`config.mk`:
```
export PLATFORM = sky130hd
export DESIGN_NAME = aoi221_arc_sequencer
export DESIGN_NICKNAME = d
export VERILOG_FILES = /design/src/rtl/aoi221_arc_pkg.sv /design/src/rtl/aoi221_arc_rom.sv /design/src/rtl/aoi221_arc_sequencer.sv
export SDC_FILE = /design/constraint.sdc
export NUM_CORES = 1
export LEC_CHECK = 0
export CORE_MARGIN = 5
export CORE_UTILIZATION = 61
export DETAILED_ROUTE_END_ITERATION = 8
export PLACE_DENSITY = 0.87
export SETUP_SLACK_MARGIN = 0.2
export SLEW_MARGIN = 5
export SYNTH_ARGS = -nofsm -noshare
export SYNTH_HDL_FRONTEND = slang
export SYNTH_SLANG_ARGS = --single-unit
```
`constraint.sdc`:
```
create_clock -name i_clk -period 7.15 [get_ports i_clk]
set_input_delay 1.43 -clock i_clk [delete_from_list [all_inputs] [get_ports i_clk]]
set_output_delay 1.43 -clock i_clk [all_outputs]
set_load 0.02 [all_outputs]
```
`src/rtl/aoi221_arc_pkg.sv`:
```
// Shared types and constants for the aoi221 arc-walk sequencer.
// The pin vector is packed MSB-first as {a1, a2, b1, b2, c}.
package aoi221_arc_pkg;

  typedef enum logic [2:0] {
    StIdle,
    StSetup,
    StAssert,
    StRelease,
    StFin
  } state_e;

  localparam int unsigned NUM_ARCS = 21;
  localparam logic [4:0]  NO_ERR   = 5'h1F;

  typedef struct packed {
    logic a1;
    logic a2;
    logic b1;
    logic b2;
    logic c;
  } pins_t;

  // Static side-pin pattern for sub-index 0,1,2 -> 00, 01, 10.
  function automatic logic [1:0] pat2(input logic [4:0] j);
    case (j)
      5'd0:    pat2 = 2'b00;
      5'd1:    pat2 = 2'b01;
      default: pat2 = 2'b10;
    endcase
  endfunction

endpackage

```
`src/rtl/aoi221_arc_rom.sv`:
```
// Combinational arc table: arc index -> static base vector and toggle-pin mask.
module aoi221_arc_rom
  import aoi221_arc_pkg::*;
(
  input  logic [4:0] i_arc,
  output pins_t      o_base,
  output pins_t      o_mask
);

  logic [4:0] w_k;
  logic [1:0] w_pa;
  logic [1:0] w_pb;

  always_comb begin
    o_base = '0;
    o_mask = '0;
    w_k    = '0;
    w_pa   = '0;
    w_pb   = '0;
    if (i_arc < 5'd3) begin
      w_pb   = pat2(i_arc);
      o_base = {1'b0, 1'b1, w_pb, 1'b0};
      o_mask = 5'b10000;
    end else if (i_arc < 5'd6) begin
      w_pb   = pat2(i_arc - 5'd3);
      o_base = {1'b1, 1'b0, w_pb, 1'b0};
      o_mask = 5'b01000;
    end else if (i_arc < 5'd9) begin
      w_pa   = pat2(i_arc - 5'd6);
      o_base = {w_pa, 1'b0, 1'b1, 1'b0};
      o_mask = 5'b00100;
    end else if (i_arc < 5'd12) begin
      w_pa   = pat2(i_arc - 5'd9);
      o_base = {w_pa, 1'b1, 1'b0, 1'b0};
      o_mask = 5'b00010;
    end else begin
      // C arcs walk A1A2 in the outer loop and B1B2 in the inner loop.
      w_k = i_arc - 5'd12;
      if (w_k < 5'd3) begin
        w_pa = 2'b00;
        w_pb = pat2(w_k);
      end else if (w_k < 5'd6) begin
        w_pa = 2'b01;
        w_pb = pat2(w_k - 5'd3);
      end else begin
        w_pa = 2'b10;
        w_pb = pat2(w_k - 5'd6);
      end
      o_base = {w_pa, w_pb, 1'b0};
      o_mask = 5'b00001;
    end
  end

endmodule

```
`src/rtl/aoi221_arc_sequencer.sv`:
```
// Walks all 21 conditional timing arcs of one aoi221 cell and checks ZN per phase.
// Launch takes one cycle after START so the first vector appears one edge after acceptance.
module aoi221_arc_sequencer
  import aoi221_arc_pkg::*;
#(
  parameter int unsigned SETTLE = 2,
  parameter int unsigned ERR_W  = 5
) (
  input  logic             i_clk,
  input  logic             i_rn,
  input  logic             i_start,
  input  logic             i_zn,
  output logic             o_a1,
  output logic             o_a2,
  output logic             o_b1,
  output logic             o_b2,
  output logic             o_c,
  output logic             o_busy,
  output logic             o_done,
  output logic             o_pass,
  output logic [ERR_W-1:0] o_err_cnt,
  output logic [4:0]       o_first_err_arc,
  output logic [4:0]       o_arc_idx
);

  localparam logic [3:0] SETTLE_L = 4'(SETTLE);
  localparam logic [4:0] LAST_ARC = 5'(NUM_ARCS - 1);

  state_e           r_state, w_state_d;
  logic [3:0]       r_cnt, w_cnt_d;
  logic [4:0]       r_arc, w_arc_d;
  logic             r_launch, w_launch_d;
  logic [ERR_W-1:0] r_err, w_err_d;
  logic [4:0]       r_first, w_first_d;
  logic             r_pass, w_pass_d;
  pins_t            r_pins, w_pins_d;
  logic             r_busy, r_done;
  pins_t            w_base, w_mask;
  logic             w_exp, w_mis, w_phase_d;

  aoi221_arc_rom u_rom (
    .i_arc  (w_arc_d),
    .o_base (w_base),
    .o_mask (w_mask)
  );

  assign w_exp = (r_state != StAssert);
  assign w_mis = (i_zn !== w_exp);

  always_comb begin
    w_state_d  = r_state;
    w_cnt_d    = r_cnt;
    w_arc_d    = r_arc;
    w_launch_d = 1'b0;
    w_err_d    = r_err;
    w_first_d  = r_first;
    w_pass_d   = r_pass;
    unique case (r_state)
      StIdle: begin
        if (r_launch) begin
          w_state_d = StSetup;
          w_cnt_d   = '0;
        end else if (i_start) begin
          w_launch_d = 1'b1;
          w_err_d    = '0;
          w_first_d  = NO_ERR;
          w_arc_d    = '0;
          w_pass_d   = 1'b0;
        end
      end
      StSetup, StAssert, StRelease: begin
        if (r_cnt == SETTLE_L) begin
          w_cnt_d = '0;
          if (w_mis) begin
            if (r_err != {ERR_W{1'b1}}) w_err_d = r_err + ERR_W'(1);
            if (r_first == NO_ERR) w_first_d = r_arc;
          end
          if (r_state == StSetup) begin
            w_state_d = StAssert;
          end else if (r_state == StAssert) begin
            w_state_d = StRelease;
          end else if (r_arc == LAST_ARC) begin
            w_state_d = StFin;
            w_pass_d  = (w_err_d == '0);
          end else begin
            w_arc_d   = r_arc + 5'd1;
            w_state_d = StSetup;
          end
        end else begin
          w_cnt_d = r_cnt + 4'd1;
        end
      end
      StFin:   w_state_d = StIdle;
      default: w_state_d = StIdle;
    endcase
  end

  // Pins are registered from the next state so they line up with the phase they belong to.
  always_comb begin
    w_phase_d = (w_state_d == StSetup) || (w_state_d == StAssert) || (w_state_d == StRelease);
    w_pins_d  = '0;
    if (w_phase_d) w_pins_d = w_base | ((w_state_d == StAssert) ? w_mask : pins_t'('0));
  end

  always_ff @(posedge i_clk) begin
    if (!i_rn) begin
      r_state  <= StIdle;
      r_cnt    <= '0;
      r_arc    <= '0;
      r_launch <= 1'b0;
      r_err    <= '0;
      r_first  <= NO_ERR;
      r_pass   <= 1'b0;
      r_pins   <= '0;
      r_busy   <= 1'b0;
      r_done   <= 1'b0;
    end else begin
      r_state  <= w_state_d;
      r_cnt    <= w_cnt_d;
      r_arc    <= w_arc_d;
      r_launch <= w_launch_d;
      r_err    <= w_err_d;
      r_first  <= w_first_d;
      r_pass   <= w_pass_d;
      r_pins   <= w_pins_d;
      r_busy   <= w_phase_d;
      r_done   <= (w_state_d == StFin);
    end
  end

  assign o_a1            = r_pins.a1;
  assign o_a2            = r_pins.a2;
  assign o_b1            = r_pins.b1;
  assign o_b2            = r_pins.b2;
  assign o_c             = r_pins.c;
  assign o_busy          = r_busy;
  assign o_done          = r_done;
  assign o_pass          = r_pass;
  assign o_err_cnt       = r_err;
  assign o_first_err_arc = r_first;
  assign o_arc_idx       = r_arc;

endmodule

```
==> results.json <==
{
  "synth_compound_gate_area_share": 0.276,
  "worst_ep_arrival_time_ns": 4.63,
  "critical_path.top_delay_family": "compound AO/OA/AOI/OAI gates",
  "ys_async_sr_fraction": 0,
  "grt_util_all_layers": 0.236,
  "floorplan.initialDensity": 0.638,
  "tritoncts_clock_tree": "done",
  "fin_nets": 329,
  "clkPwrFrac": 0.449,
  "power_frac_comb": 0.108,
  "worstMarginPinSlew_ns": 0.766,
  "timing.final.crit_period_ns": 4.43,
  "post-synth-top-area-cell": "sky130_fd_sc_hd__dfxtp_1",
  "number_of_global_route_vias_before_repair": 2056,
  "number_of_top_level_pins": 27,
  "final_design_area_no_fill_um2": 2720,
  "numCtsBuffers": 5,
  "antenna_violations_before_repair": 0,
  "slowest_stage": "sky130_fd_sc_hd__o311ai_4",
  "synth_seq_cells": 31,
  "cts_hold_buffers": 0,
  "flow.area_growth_from_synthesis_pct": 15.5,
  "post_synth.cell_area_avg_um2": 8.14,
  "setup.worst_path.class": "primary input to register",
  "area.sequential_um2": 621,
  "gr-total-overflow": 0,
  "cp_data_required_time_ns": 7.35,
  "muxShareOfSynthArea": 0.0202,
  "worstSetupPathDepth": 13,
  "min_delay_path_depth": 2,
  "cts.reportedPaths.clkPinSlew_ns": 0.06,
  "clock-root-buffer": "sky130_fd_sc_hd__clkbuf_8",
  "p_switching_uw": 103,
  "p_seq_frac": 0.443,
  "vdd.ir_drop.worst_v": 0.000132,
  "achievable-frequency_mhz": 226,
  "synth_edf_count": 0,
  "finalSetupTns_ns": 0,
  "reg2reg_depth": 14,
  "routabilityCongestion": 0.926,
  "sw_frac_of_total": 0.252,
  "finalHoldViolations": 0,
  "largest_family_of_logic_cells_by_synthesized_area": "simple AND/OR/NAND/NOR gates",
  "coreArea_um2": 3690,
  "dominantRegCellSynth": "sky130_fd_sc_hd__dfxtp_1",
  "result_of_the_run": "complete, no violations",
  "drc_errors": 0,
  "cts_max_level": 2,
  "synth_largest_type_area_fraction": 0.264,
  "synth_nets": 308,
  "detailroute.via_count": 2274,
  "holdCritPathClass": "register to register",
  "timing.clock.skew_ns": 0.0118,
  "path_max_fanout": 12,
  "internal-power_uw": 305,
  "total_count_of_max_transition_violations_in_the_final_report": 0,
  "maxSlewHeadroom": 0.476,
  "number_of_max_capacitance_violations_reported": 0,
  "via_per_inst": 6.33,
  "share_of_the_yosys_chip_area_belonging_to_registers": 0.264,
  "avgRoutedWirePerCell_um": 16.4,
  "clk_path_buf_depth": 2,
  "cp-start-kind": "primary input",
  "number_of_antenna_diodes": 0,
  "numPortBuffers": 26,
  "synth_top_cells_by_count": "sky130_fd_sc_hd__nor2_1, sky130_fd_sc_hd__dfxtp_1, sky130_fd_sc_hd__a21oi_1, sky130_fd_sc_hd__nand2_1, sky130_fd_sc_hd__nor3_1",
  "synth_cell_types": 69,
  "finish.utilization": 0.736,
  "post_route_cells_drive_above_1_share": 0.106,
  "post_synthesis_share_of_cell_area_spent_on_and_or_nand_and_nor_gates": 0.279,
  "fp.dieW_um": 72.1,
  "r2r_slack_ns": 3.48,
  "synth_adder_area_share": 0.0798,
  "post-synth-top-count-cell": "sky130_fd_sc_hd__nor2_1",
  "worstSetupEndpointType": "register",
  "drt_first_pass_iters": 5,
  "total_power_uw": 409,
  "power_leakage_uw": 0.000970,
  "critical_path.cell_chain": "clkdlybuf4s50_1, nand2b_1, a21o_1, o311ai_4, inv_2, ha_1, inv_1, nor3_1, nand4b_4, or2_1, a41oi_1, a21oi_1, o32ai_1",
  "nFillCells": 295,
  "die_area_um2": 5200,
  "grt_pass1_wl_mm": 9.76,
  "worst_path_max_stage_delay_ns": 0.62,
  "clk_latency_ns": 0.30,
  "place_area_um2": 2600,
  "dp_hpwl_mm": 4.33,
  "post_synthesis_cells": 289,
  "synth_warnings": 0,
  "post_cts_resized": 0,
  "unrepaired_setup_endpoints_after_global_routing": "false",
  "multi_input_area_um2": 1600,
  "post-route-period-util": 0.619,
  "initialDrtViolationCount": 243,
  "num_rows": 22,
  "syn-cell-area_um2": 2350,
  "chipHeight_um": 72.1,
  "final_antenna_net_count": 0,
  "finalSetupViolCount": 0,
  "pwr_density_cell_nw_per_um2": 150,
  "synth-xor-area-share": 0.0261,
  "yosys-top-cells-area": "sky130_fd_sc_hd__dfxtp_1, sky130_fd_sc_hd__ha_1, sky130_fd_sc_hd__a21oi_1",
  "worst-path-buf-inv": 3,
  "cts_post_setup_buffers_inserted": 0,
  "grt_start_max_net_pins": 21,
  "wirelength_mm": 5.87,
  "clock_sink_count": 31
}
==> power by group through the flow <==
stage / sequential (µW) / combinational, µW / clock (µW)
2_1_floorplan: 186 / 29.7 / 0
3_3_place_gp: 185 / 43.0 / 0
3_5_place_dp: 185 / 43.9 / 0
4_1_cts: 181 / 44.1 / 184
5_1_grt: 182 / 48.1 / 195
6_report: 181 / 44.3 / 183
==> layer usage <==
metal | vias up | GRT usage | routed length [µm]
met4 | 0 | 0.100 | 105
met3 | 13 | 0.0443 | 370
met5 | - | 0 | 0
met1 | 1063 | 0.309 | 2600
li1 | 1110 | - | -
met2 | 88 | 0.379 | 2800
==> logic make-up (layout without fill, tap and decap cells) <==
| kind of cell | Yosys count | after routing |
|---|---|---|
| AND/OR/NAND/NOR | 118 | 118 |
| adder cells (fa/ha/maj) | 15 | 15 |
| XOR/XNOR | 7 | 7 |
| buffers and inverters | 26 | 48 |
| multiplexers | 3 | 3 |
| AO/OA/AOI/OAI | 89 | 89 |
| flip-flops | 31 | 31 |
==> path summary, 6_finish.rpt <==
kind | startpoint | end
setup / recovery | i_start | o_b1
hold / removal | o_pass | o_pass
setup reg to reg | r_cnt[0] | o_b1
hold reg to reg | o_pass | o_pass
==> layout make-up <==
| type | instances | share of cell area |
|---|---|---|
| Multi-Input combinational cell | 232 | 0.590 |
| Sequential cell | 31 | 0.228 |
| Timing Repair Buffer | 26 | 0.0958 |
| Clock buffer | 6 | 0.0304 |
| Tap cell | 48 | 0.0221 |
| Inverter | 14 | 0.0203 |
| Clock inverter | 2 | 0.0129 |
==> worst reg2reg max path, stage by stage (launching register included) <==
cell and delay (ns):
sky130_fd_sc_hd__dfxtp_1 0.35, sky130_fd_sc_hd__inv_1 0.07, sky130_fd_sc_hd__ha_1 0.15, sky130_fd_sc_hd__nor3b_4 0.47, sky130_fd_sc_hd__o21ai_1 0.20, sky130_fd_sc_hd__o311ai_4 0.60, sky130_fd_sc_hd__inv_2 0.19, sky130_fd_sc_hd__ha_1 0.32
sky130_fd_sc_hd__inv_1 0.09, sky130_fd_sc_hd__nor3_1 0.05, sky130_fd_sc_hd__nand4b_4 0.24, sky130_fd_sc_hd__or2_1 0.29, sky130_fd_sc_hd__a41oi_1 0.20, sky130_fd_sc_hd__a21oi_1 0.10, sky130_fd_sc_hd__o32ai_1 0.25
==> state kept, by name, indices dropped and copies added (netlist names) <==
register / flops
o_arc_idx: 5
o_err_cnt: 5
o_first_err_arc: 5
r_cnt: 4
r_state: 3
o_a1: 1
o_a2: 1
o_b1: 1
o_b2: 1
o_busy: 1
o_c: 1
o_done: 1
o_pass: 1
r_launch: 1
==> through the flow <==
step,instances,hold WS [ns],setup slack [ns]
after global placement,351,0.476,2.59
after floorplan,289,0.501,3.31
after global routing,359,0.549,2.52
final,359,0.507,2.72
after CTS,359,0.512,2.77
after detailed placement,351,0.498,2.48
==> layout by cell type (no fill, tap or decap), types with 4 or more instances in the layout <==
cell | synthesis | layout
sky130_fd_sc_hd__clkdlybuf4s50_1 | 0 | 26
sky130_fd_sc_hd__clkbuf_8 | 0 | 6
sky130_fd_sc_hd__o211ai_1 | 4 | 4
sky130_fd_sc_hd__inv_1 | 11 | 11
sky130_fd_sc_hd__nor2b_1 | 5 | 5
sky130_fd_sc_hd__nand2_1 | 21 | 21
sky130_fd_sc_hd__dfxtp_1 | 31 | 31
sky130_fd_sc_hd__xnor2_1 | 5 | 5
sky130_fd_sc_hd__nor2_1 | 32 | 32
sky130_fd_sc_hd__nand3_1 | 8 | 8
sky130_fd_sc_hd__ha_1 | 15 | 15
sky130_fd_sc_hd__a21oi_1 | 28 | 28
sky130_fd_sc_hd__o21ai_0 | 14 | 14
sky130_fd_sc_hd__nor4_1 | 5 | 5
sky130_fd_sc_hd__nand4_1 | 4 | 4
sky130_fd_sc_hd__nor3_1 | 17 | 17
Note: power is estimated with default switching activity, not from simulation.
